--- config.mk ---
export PLATFORM = sky130hd
export DESIGN_NAME = pc_unit_ds_flat
export DESIGN_NICKNAME = d
export VERILOG_FILES = /design/src/rtl/pc_unit_ds_if.sv /design/src/rtl/pc_unit_ds.sv /design/src/flat_wrapper.sv
export SDC_FILE = /design/constraint.sdc
export NUM_CORES = 1
export LEC_CHECK = 0
export ABC_AREA = 1
export ABC_CLOCK_PERIOD_IN_PS = 9200
export BUFFER_PORTS_ARGS = -buffer_cell sky130_fd_sc_hd__buf_2
export CORE_MARGIN = 1
export CORE_UTILIZATION = 45
export DETAILED_ROUTE_END_ITERATION = 7
export PLACE_DENSITY = 0.8
export SLEW_MARGIN = 25
export SYNTH_ARGS = -nofsm -noshare
export SYNTH_HDL_FRONTEND = slang
export SYNTH_SLANG_ARGS = --single-unit
--- constraint.sdc ---
create_clock -name CLK -period 9.2 [get_ports CLK]
set_input_delay 2.76 -clock CLK [delete_from_list [all_inputs] [get_ports CLK]]
set_output_delay 2.76 -clock CLK [all_outputs]
set_load 0.01 [all_outputs]
--- src/rtl/pc_unit_ds_if.sv ---
// Control/target inputs and fetch-address outputs of the program-counter unit.
// The decode/ALU side holds the master modport; the PC unit holds the slave.
interface pc_unit_ds_if #(
    parameter int WIDTH = 32
);
    logic             Stall;
    logic             Jump;
    logic             JumpReg;
    logic             Branch;
    logic [2:0]       BrCond;
    logic             ALUZero;
    logic             ALUNeg;
    logic [25:0]      JumpTarget;
    logic [WIDTH-1:0] BranchOffset;
    logic [WIDTH-1:0] RegTarget;
    logic             Exception;
    logic             Eret;
    logic [WIDTH-1:0] PCOut;
    logic [WIDTH-1:0] NextPC;
    logic [WIDTH-1:0] EPC;
    logic             InDelaySlot;

    modport master (
        output Stall, Jump, JumpReg, Branch, BrCond, ALUZero, ALUNeg,
               JumpTarget, BranchOffset, RegTarget, Exception, Eret,
        input  PCOut, NextPC, EPC, InDelaySlot
    );

    modport slave (
        input  Stall, Jump, JumpReg, Branch, BrCond, ALUZero, ALUNeg,
               JumpTarget, BranchOffset, RegTarget, Exception, Eret,
        output PCOut, NextPC, EPC, InDelaySlot
    );
endinterface

--- src/rtl/pc_unit_ds.sv ---
// Program-counter unit: reset/exception vectors, EPC/ERET, stall, six branch
// conditions, J/JR, and an optional one-instruction branch delay slot.
module pc_unit_ds #(
    parameter int          WIDTH        = 32,
    parameter logic [31:0] RESET_VECTOR = 32'h0000_3000,
    parameter logic [31:0] EXC_VECTOR   = 32'h0000_4180,
    parameter int          DELAY_SLOT   = 0
) (
    input  logic        CLK,
    input  logic        RST,
    pc_unit_ds_if.slave bus
);
    typedef enum logic {
        RUN  = 1'b0,
        SLOT = 1'b1
    } state_t;

    localparam logic [WIDTH-1:0] RESET_PC = WIDTH'(RESET_VECTOR);
    localparam logic [WIDTH-1:0] EXC_PC   = WIDTH'(EXC_VECTOR);
    localparam logic [WIDTH-1:0] FOUR     = WIDTH'(4);
    localparam logic [WIDTH-1:0] WORD_MASK = ~WIDTH'(3);
    localparam bit USE_SLOT = (DELAY_SLOT != 0);

    state_t           stateReg, stateNext;
    logic [WIDTH-1:0] pcReg, pcNext;
    logic [WIDTH-1:0] epcReg, epcNext;
    logic [WIDTH-1:0] pendingReg, pendingNext;
    logic             inSlotReg, inSlotNext;

    logic [WIDTH-1:0] pc4;
    logic [WIDTH-1:0] jumpAddr;
    logic [WIDTH-1:0] branchAddr;
    logic [WIDTH-1:0] regAddr;
    logic [WIDTH-1:0] redirectTarget;
    logic             condHolds;
    logic             taken;
    logic             redirect;

    assign pc4        = pcReg + FOUR;
    assign jumpAddr   = {pc4[WIDTH-1:28], bus.JumpTarget, 2'b00};
    assign branchAddr = pc4 + (bus.BranchOffset << 2);
    assign regAddr    = bus.RegTarget & WORD_MASK;

    always_comb begin
        condHolds = 1'b0;
        unique case (bus.BrCond)
            3'b000:  condHolds = bus.ALUZero;
            3'b001:  condHolds = !bus.ALUZero;
            3'b010:  condHolds = bus.ALUNeg || bus.ALUZero;
            3'b011:  condHolds = !bus.ALUNeg && !bus.ALUZero;
            3'b100:  condHolds = bus.ALUNeg;
            3'b101:  condHolds = !bus.ALUNeg;
            default: condHolds = 1'b0;
        endcase
    end

    assign taken    = bus.Branch && condHolds;
    assign redirect = bus.JumpReg || bus.Jump || taken;

    always_comb begin
        redirectTarget = branchAddr;
        if (bus.JumpReg) begin
            redirectTarget = regAddr;
        end else if (bus.Jump) begin
            redirectTarget = jumpAddr;
        end
    end

    // Reset is folded in here too so NextPC shows the reset vector while RST is high.
    always_comb begin
        stateNext   = stateReg;
        pcNext      = pcReg;
        epcNext     = epcReg;
        pendingNext = pendingReg;
        inSlotNext  = inSlotReg;

        if (RST) begin
            stateNext   = RUN;
            pcNext      = RESET_PC;
            epcNext     = '0;
            pendingNext = '0;
            inSlotNext  = 1'b0;
        end else if (bus.Exception) begin
            // In SLOT the faulting delay-slot instruction restarts at its branch.
            epcNext     = (stateReg == SLOT) ? (pcReg - FOUR) : pcReg;
            pcNext      = EXC_PC;
            stateNext   = RUN;
            pendingNext = '0;
            inSlotNext  = 1'b0;
        end else if (bus.Stall) begin
            stateNext = stateReg;
        end else if (bus.Eret) begin
            pcNext     = epcReg;
            stateNext  = RUN;
            inSlotNext = 1'b0;
        end else if (stateReg == SLOT) begin
            pcNext     = pendingReg;
            stateNext  = RUN;
            inSlotNext = 1'b0;
        end else if (redirect) begin
            if (USE_SLOT) begin
                pendingNext = redirectTarget;
                pcNext      = pc4;
                inSlotNext  = 1'b1;
                stateNext   = SLOT;
            end else begin
                pcNext = redirectTarget;
            end
        end else begin
            pcNext = pc4;
        end
    end

    always_ff @(posedge CLK) begin
        if (RST) begin
            stateReg   <= RUN;
            pcReg      <= RESET_PC;
            epcReg     <= '0;
            pendingReg <= '0;
            inSlotReg  <= 1'b0;
        end else begin
            stateReg   <= stateNext;
            pcReg      <= pcNext;
            epcReg     <= epcNext;
            pendingReg <= pendingNext;
            inSlotReg  <= inSlotNext;
        end
    end

    assign bus.PCOut       = pcReg;
    assign bus.NextPC      = pcNext;
    assign bus.EPC         = epcReg;
    assign bus.InDelaySlot = inSlotReg;
endmodule

--- src/flat_wrapper.sv ---
// flat-port wrapper written by rule: the top's interface ports become plain ports
module pc_unit_ds_flat 
#(
    parameter int          WIDTH        = 32,
    parameter logic [31:0] RESET_VECTOR = 32'h0000_3000,
    parameter logic [31:0] EXC_VECTOR   = 32'h0000_4180,
    parameter int          DELAY_SLOT   = 0
)
  (CLK, RST, bus_Stall, bus_Jump, bus_JumpReg, bus_Branch, bus_BrCond, bus_ALUZero, bus_ALUNeg, bus_JumpTarget, bus_BranchOffset, bus_RegTarget, bus_Exception, bus_Eret, bus_PCOut, bus_NextPC, bus_EPC, bus_InDelaySlot);
  pc_unit_ds_if #(.WIDTH(WIDTH)) bus_i ();
  input  logic CLK;
  input  logic RST;
  input wire logic [$bits(bus_i.Stall)-1:0] bus_Stall;
  input wire logic [$bits(bus_i.Jump)-1:0] bus_Jump;
  input wire logic [$bits(bus_i.JumpReg)-1:0] bus_JumpReg;
  input wire logic [$bits(bus_i.Branch)-1:0] bus_Branch;
  input wire logic [$bits(bus_i.BrCond)-1:0] bus_BrCond;
  input wire logic [$bits(bus_i.ALUZero)-1:0] bus_ALUZero;
  input wire logic [$bits(bus_i.ALUNeg)-1:0] bus_ALUNeg;
  input wire logic [$bits(bus_i.JumpTarget)-1:0] bus_JumpTarget;
  input wire logic [$bits(bus_i.BranchOffset)-1:0] bus_BranchOffset;
  input wire logic [$bits(bus_i.RegTarget)-1:0] bus_RegTarget;
  input wire logic [$bits(bus_i.Exception)-1:0] bus_Exception;
  input wire logic [$bits(bus_i.Eret)-1:0] bus_Eret;
  output wire logic [$bits(bus_i.PCOut)-1:0] bus_PCOut;
  output wire logic [$bits(bus_i.NextPC)-1:0] bus_NextPC;
  output wire logic [$bits(bus_i.EPC)-1:0] bus_EPC;
  output wire logic [$bits(bus_i.InDelaySlot)-1:0] bus_InDelaySlot;
  assign bus_i.Stall = bus_Stall;
  assign bus_i.Jump = bus_Jump;
  assign bus_i.JumpReg = bus_JumpReg;
  assign bus_i.Branch = bus_Branch;
  assign bus_i.BrCond = bus_BrCond;
  assign bus_i.ALUZero = bus_ALUZero;
  assign bus_i.ALUNeg = bus_ALUNeg;
  assign bus_i.JumpTarget = bus_JumpTarget;
  assign bus_i.BranchOffset = bus_BranchOffset;
  assign bus_i.RegTarget = bus_RegTarget;
  assign bus_i.Exception = bus_Exception;
  assign bus_i.Eret = bus_Eret;
  assign bus_PCOut = bus_i.PCOut;
  assign bus_NextPC = bus_i.NextPC;
  assign bus_EPC = bus_i.EPC;
  assign bus_InDelaySlot = bus_i.InDelaySlot;
  pc_unit_ds #(.WIDTH(WIDTH), .RESET_VECTOR(RESET_VECTOR), .EXC_VECTOR(EXC_VECTOR), .DELAY_SLOT(DELAY_SLOT)) u_core (.CLK(CLK), .RST(RST), .bus(bus_i));
endmodule
# Yosys cells after proc, flatten, opt, wreduce, memory -nomap -nowiden

Index checks and enable logic that the tools add are counted.

Bits in latches: 0
Word-level logic and storage cells: 30
Bits in registers: 65
Output and inout port bits: 97
ROM bits: 0
Memories: 0
Memory bits (writable): 0
Input port bits: 103

Div/mod/pow operators: 0
Multipliers: 0
Bitwise gates (word level): 1
Muxes and demuxes: 9
Add/sub/neg operators: 2
Shifts and indexed selects: 0
Equal/unequal tests: 5
Reduce and logical (&&, ||, !) cells: 10
Order comparisons: 0

Operator list:

| kind                                                            | count |
|---|---|
| 32-bit two-way mux                                              | 7 |
| 32-bit by 3-bit adder with 32-bit output, second input constant | 1 |
| 32-bit adder                                                    | 1 |
| 3-bit by 2-bit == test with 1-bit output, second input constant | 2 |
| 3-bit == test, second input constant                            | 2 |
| 1-bit case mux with 6 select lines                              | 1 |
| 3-bit by 1-bit == test with 1-bit output, second input constant | 1 |
| 3-bit logical NOT                                               | 1 |
| 1-bit logical OR                                                | 3 |
| 1-bit logical AND                                               | 2 |
| 1-bit logical NOT                                               | 2 |
| 2-bit AND reduction                                             | 1 |
| 2-bit OR reduction                                              | 1 |
| 1-bit two-way mux                                               | 1 |
| 1-bit NOT                                                       | 1 |

# Depth between registers and ports, before layout

Depth after elaboration: 10
Gate-level depth with buffers: 25
Depth with buffers taken out: 25

# Worst setup path after synthesis

No wires, ideal clock.

Path type: input -> output
Start: input port bus_BranchOffset[0]
End: output port bus_NextPC[30]
Setup slack: 1.964 ns
Stages: 14
Data arrival time: 4.476 ns
Required time: 6.440 ns
Path buffers: 0
Cell sequence: ha_1 > inv_1 > fa_1 > o21ai_1 > nand2_1 > nand3_1 > nand2_1 > nand3_1 > nand3_1 > nand2_1 > nand2_1 > nand2_1 > nand2_1 > a21oi_1

Longest elaborated chain between the ends: 8

RTL lines:

| what               | RTL line           | source |
|---|---|---|
| start: declaration | flat_wrapper.sv:21 | `input wire logic [$bits(bus_i.BranchOffset)-1:0] bus_BranchOffset;` |
| 32-bit adder       | pc_unit_ds.sv:41   | `assign branchAddr = pc4 + (bus.BranchOffset << 2);` |
| 32-bit two-way mux | pc_unit_ds.sv:64   | `end else if (bus.Jump) begin` |
| 32-bit two-way mux | pc_unit_ds.sv:62   | `if (bus.JumpReg) begin` |
| 32-bit two-way mux | pc_unit_ds.sv:100  | `end else if (redirect) begin` |
| 32-bit two-way mux | pc_unit_ds.sv:92   | `end else if (bus.Eret) begin` |
| 32-bit two-way mux | pc_unit_ds.sv:90   | `end else if (bus.Stall) begin` |
| 32-bit two-way mux | pc_unit_ds.sv:83   | `end else if (bus.Exception) begin` |
| 32-bit two-way mux | pc_unit_ds.sv:77   | `if (RST) begin` |
| end: declaration   | flat_wrapper.sv:26 | `output wire logic [$bits(bus_i.NextPC)-1:0] bus_NextPC;` |

Every way passes these cells.

# Worst setup path in the final report

Start: input port bus_JumpReg
End: output port bus_NextPC[7]

Longest elaborated chain between the ends: 7
Elaborated cells between the ends (all ways): 8
Those cells by class: mux (6); reduce/logical (2)

RTL lines:

| what                          | RTL line           | source |
|---|---|---|
| start: declaration            | flat_wrapper.sv:15 | `input wire logic [$bits(bus_i.JumpReg)-1:0] bus_JumpReg;` |
| 1-bit logical OR (2 in a row) | pc_unit_ds.sv:58   | `assign redirect = bus.JumpReg \|\| bus.Jump \|\| taken;` |
| 32-bit two-way mux (*)        | pc_unit_ds.sv:100  |  |
| 32-bit two-way mux (*)        | pc_unit_ds.sv:92   |  |
| 32-bit two-way mux (*)        | pc_unit_ds.sv:90   |  |
| 32-bit two-way mux (*)        | pc_unit_ds.sv:83   |  |
| 32-bit two-way mux (*)        | pc_unit_ds.sv:77   |  |

Every way passes the cells marked *; elsewhere a longest branch is shown, timed or not.

==> results.py <==
metrics = {
    "worst_setup_path": {
        "cp_max_fo": 34,
        "start_kind": "input port",
        "required_ns": 6.44,
        "cp.arrival_ns": 5.16,
        "setup.worst_path.end_class": "output pin",
        "crit_type": "in -> out",
    },
    "synth": {
        "synth_edf_count": 0,
        "async_flop_share_pct": 0,
        "ys_seq_area_share_pct": 19.9,
        "synthesis.area_sq_mm": 0.00645,
        "ys_ff_latch": 64,
        "syn_area_per_cell_sq_um": 5.78,
        "synth_flop_cell": "dfxtp_1",
        "netlist_instances": 1116,
        "synth_cell_types": 46,
        "syn_nets": 1254,
        "synthesis.yosys.warnings": 0,
    },
    "timing": {
        "setup_viol": 0,
        "slew_headroom_pct": 35.6,
        "rsz0062_at_grt": "false",
        "worst_pin_slew_ns": 0.965,
        "hold_ws_ns": 0.509,
        "min_period_ns": 7.92,
        "finalHoldViolCount": 0,
        "drv_slew": 0,
        "period_share_pct": 86.1,
        "max_freq_ghz": 0.126,
        "clock_skew_ns": 0.00727,
        "tns_ns": 0,
    },
    "power_and_ir_drop": {
        "powerDensity_mw_per_mm2": 125,
        "totalPowerFinal_w": 0.000983,
        "power_leakage_nw": 4.23,
        "peakVddDrop_v": 0.000130,
    },
    "floorplanning": {
        "initial_core_util_pct": 46.3,
        "die_height_um": 122,
        "std_cell_rows": 43,
        "die_w_um": 122,
        "dieArea_sq_mm": 0.0148,
        "design.core.area_sq_mm": 0.0139,
        "pin_count": 200,
    },
    "detailed_routing": {
        "route.detailed.drc": 0,
        "dr.pass1.iters": 6,
        "ant_nets": 0,
        "drt-vias-per-instance": 5.37,
        "routed_wl_mm": 22.7,
        "drtIter0Drc": 767,
        "wire_per_inst_um": 15.4,
        "vias": 7905,
    },
    "clock_network": {
        "clkTransAtPathRegs_ns": 0.05,
        "htree_levels": 3,
        "cts-root-buf": "clkbuf_16",
        "clkSinkCount": 64,
        "clkLatencyLatePin_ns": 0.33,
        "cts_buffers": 9,
        "post_cts_buffers": 0,
        "cts_resized": 0,
        "cts_max_path_buffers": 2,
        "cts_tree": "yes",
        "hold_buffers": 0,
    },
    "grt": {
        "antenna_found_initial": 0,
        "grt_max_degree": 46,
        "grt-ovfl-total": 0,
        "grt_pass1_vias": 7076,
        "grt_pass1_wl_mm": 36.1,
        "grt_usage_pct": 31.2,
    },
    "worst_hold_path": {
        "hold_class": "reg -> reg",
    },
    "layout": {
        "postLayoutCellArea_sq_mm": 0.00788,
        "final_common_cell": "nand2_1",
        "drive_above_1_share_pct": 19.0,
        "area_delta_synth_final_pct": 22.0,
        "nets": 1425,
        "final_core_util_pct": 56.5,
        "mostFrequentLayoutCells": "278 x nand2_1, 194 x buf_2, 156 x a21oi_1",
        "diodes": 0,
    },
    "placement": {
        "hpwl_mm": 18.3,
        "gp_congestion": 0.959,
        "placed_cell_area_sq_mm": 0.00753,
        "io_buffers": 194,
    },
    "flow_run": {
        "drv_cap": 0,
    },
    "status": {
        "status": "complete, no violations",
    },
}
==> cells by family (layout without fill, tap and decap cells) <==
logic type,Yosys count,count (layout),synth area share (%)
AO/OA/AOI/OAI,293,293,24.1
XOR/XNOR,29,29,3.94
adder cells (fa/ha/maj),35,35,6.90
buffers and inverters,189,364,11.3
flip-flops,64,64,19.9
other,1,1,0.0581
AND/OR/NAND/NOR,505,505,33.9
==> layout make-up <==
cell class	instances	area, sq um
fillers	1459	6060
multi-input cells	863	4450
flip-flops and latches	64	1280
repair buffers	202	1030
inverters	147	552
clock buffers	13	280
well taps	180	225
clock inverters	2	60.1
==> report_power, final <==
group	switching, W	internal [W]	leakage, nW
sequential	0.0000182	0.000293	0.527
combinational	0.000187	0.000103	3.54
clock	0.000117	0.000265	0.168
==> flip-flops by register name, indices dropped and copies added (netlist names) <==
| name | count |
|---|---|
| u_core.bus.EPC | 32 |
| u_core.bus.PCOut | 32 |
==> cell usage after synthesis, types with 2 or more instances <==
| cell | number | share of area (%) |
|---|---|---|
| nand3_1 | 56 | 4.3 |
| buf_4 | 2 | 0.23 |
| nor2_4 | 2 | 0.35 |
| nor3_4 | 3 | 0.76 |
| nand3_2 | 2 | 0.31 |
| nor3_1 | 18 | 1.4 |
| o22ai_1 | 23 | 2.2 |
| nor2_2 | 2 | 0.19 |
| and3_1 | 2 | 0.19 |
| or2_2 | 5 | 0.48 |
| buf_2 | 5 | 0.39 |
| nand2_1 | 278 | 16 |
| o21ai_1 | 2 | 0.16 |
| o21bai_1 | 10 | 1.2 |
| nand2_2 | 4 | 0.39 |
| xor2_1 | 25 | 3.4 |
| nand4_1 | 13 | 1.3 |
| a32oi_1 | 2 | 0.27 |
| ha_1 | 34 | 6.6 |
| a22o_1 | 3 | 0.41 |
| dfxtp_1 | 64 | 20 |
| a21oi_1 | 156 | 12 |
| o211ai_1 | 3 | 0.35 |
| nor4_1 | 3 | 0.29 |
| nand2_4 | 2 | 0.35 |
| o21ai_0 | 90 | 7.0 |
| inv_2 | 3 | 0.17 |
| and2_1 | 4 | 0.39 |
| inv_1 | 142 | 8.3 |
| nor2_1 | 106 | 6.2 |
| clkinv_1 | 2 | 0.12 |
| clkbuf_1 | 33 | 1.9 |
| xnor2_1 | 4 | 0.54 |
==> through the flow <==
stage / cells / setup slack (ns)
floorplan: 1116 / 1.96
global placement: 1456 / 1.37
detailed placement: 1456 / 1.32
CTS: 1471 / 1.31
global route: 1471 / 0.999
finish: 1471 / 1.28
==> layer usage <==
layer / track usage, % / vias up / wire length (um) / part of all wire, %
li1: - / 4024 / - / -
met1: 44.2 / 3530 / 10400 / 46
met2: 48.6 / 326 / 10100 / 44
met3: 4.54 / 25 / 1790 / 7.9
met4: 9.57 / 0 / 440 / 1.9
met5: 0 / - / 0 / 0
==> critical path: stages <==
cell and delay [ns]:
buf_2 0.16, nor2_1 0.12, buf_4 0.30, nand2_1 0.09
buf_4 0.23, inv_1 0.63, nor2_1 0.10, a21oi_1 0.25
o21ai_0 0.14, a21oi_1 0.21, buf_2 0.16
==> path summary, 6_finish.rpt <==
kind,slack (ns),cells after the start,from,endpoint
setup reg to reg,5.44,20,u_core.bus.PCOut[2],u_core.bus.PCOut[18]
setup / recovery,1.28,11,bus_JumpReg,bus_NextPC[7]
hold reg to reg,0.51,2,u_core.bus.PCOut[0],u_core.bus.EPC[0]
hold / removal,0.51,2,u_core.bus.PCOut[0],u_core.bus.EPC[0]
Power figures use the tool's default switching activity.
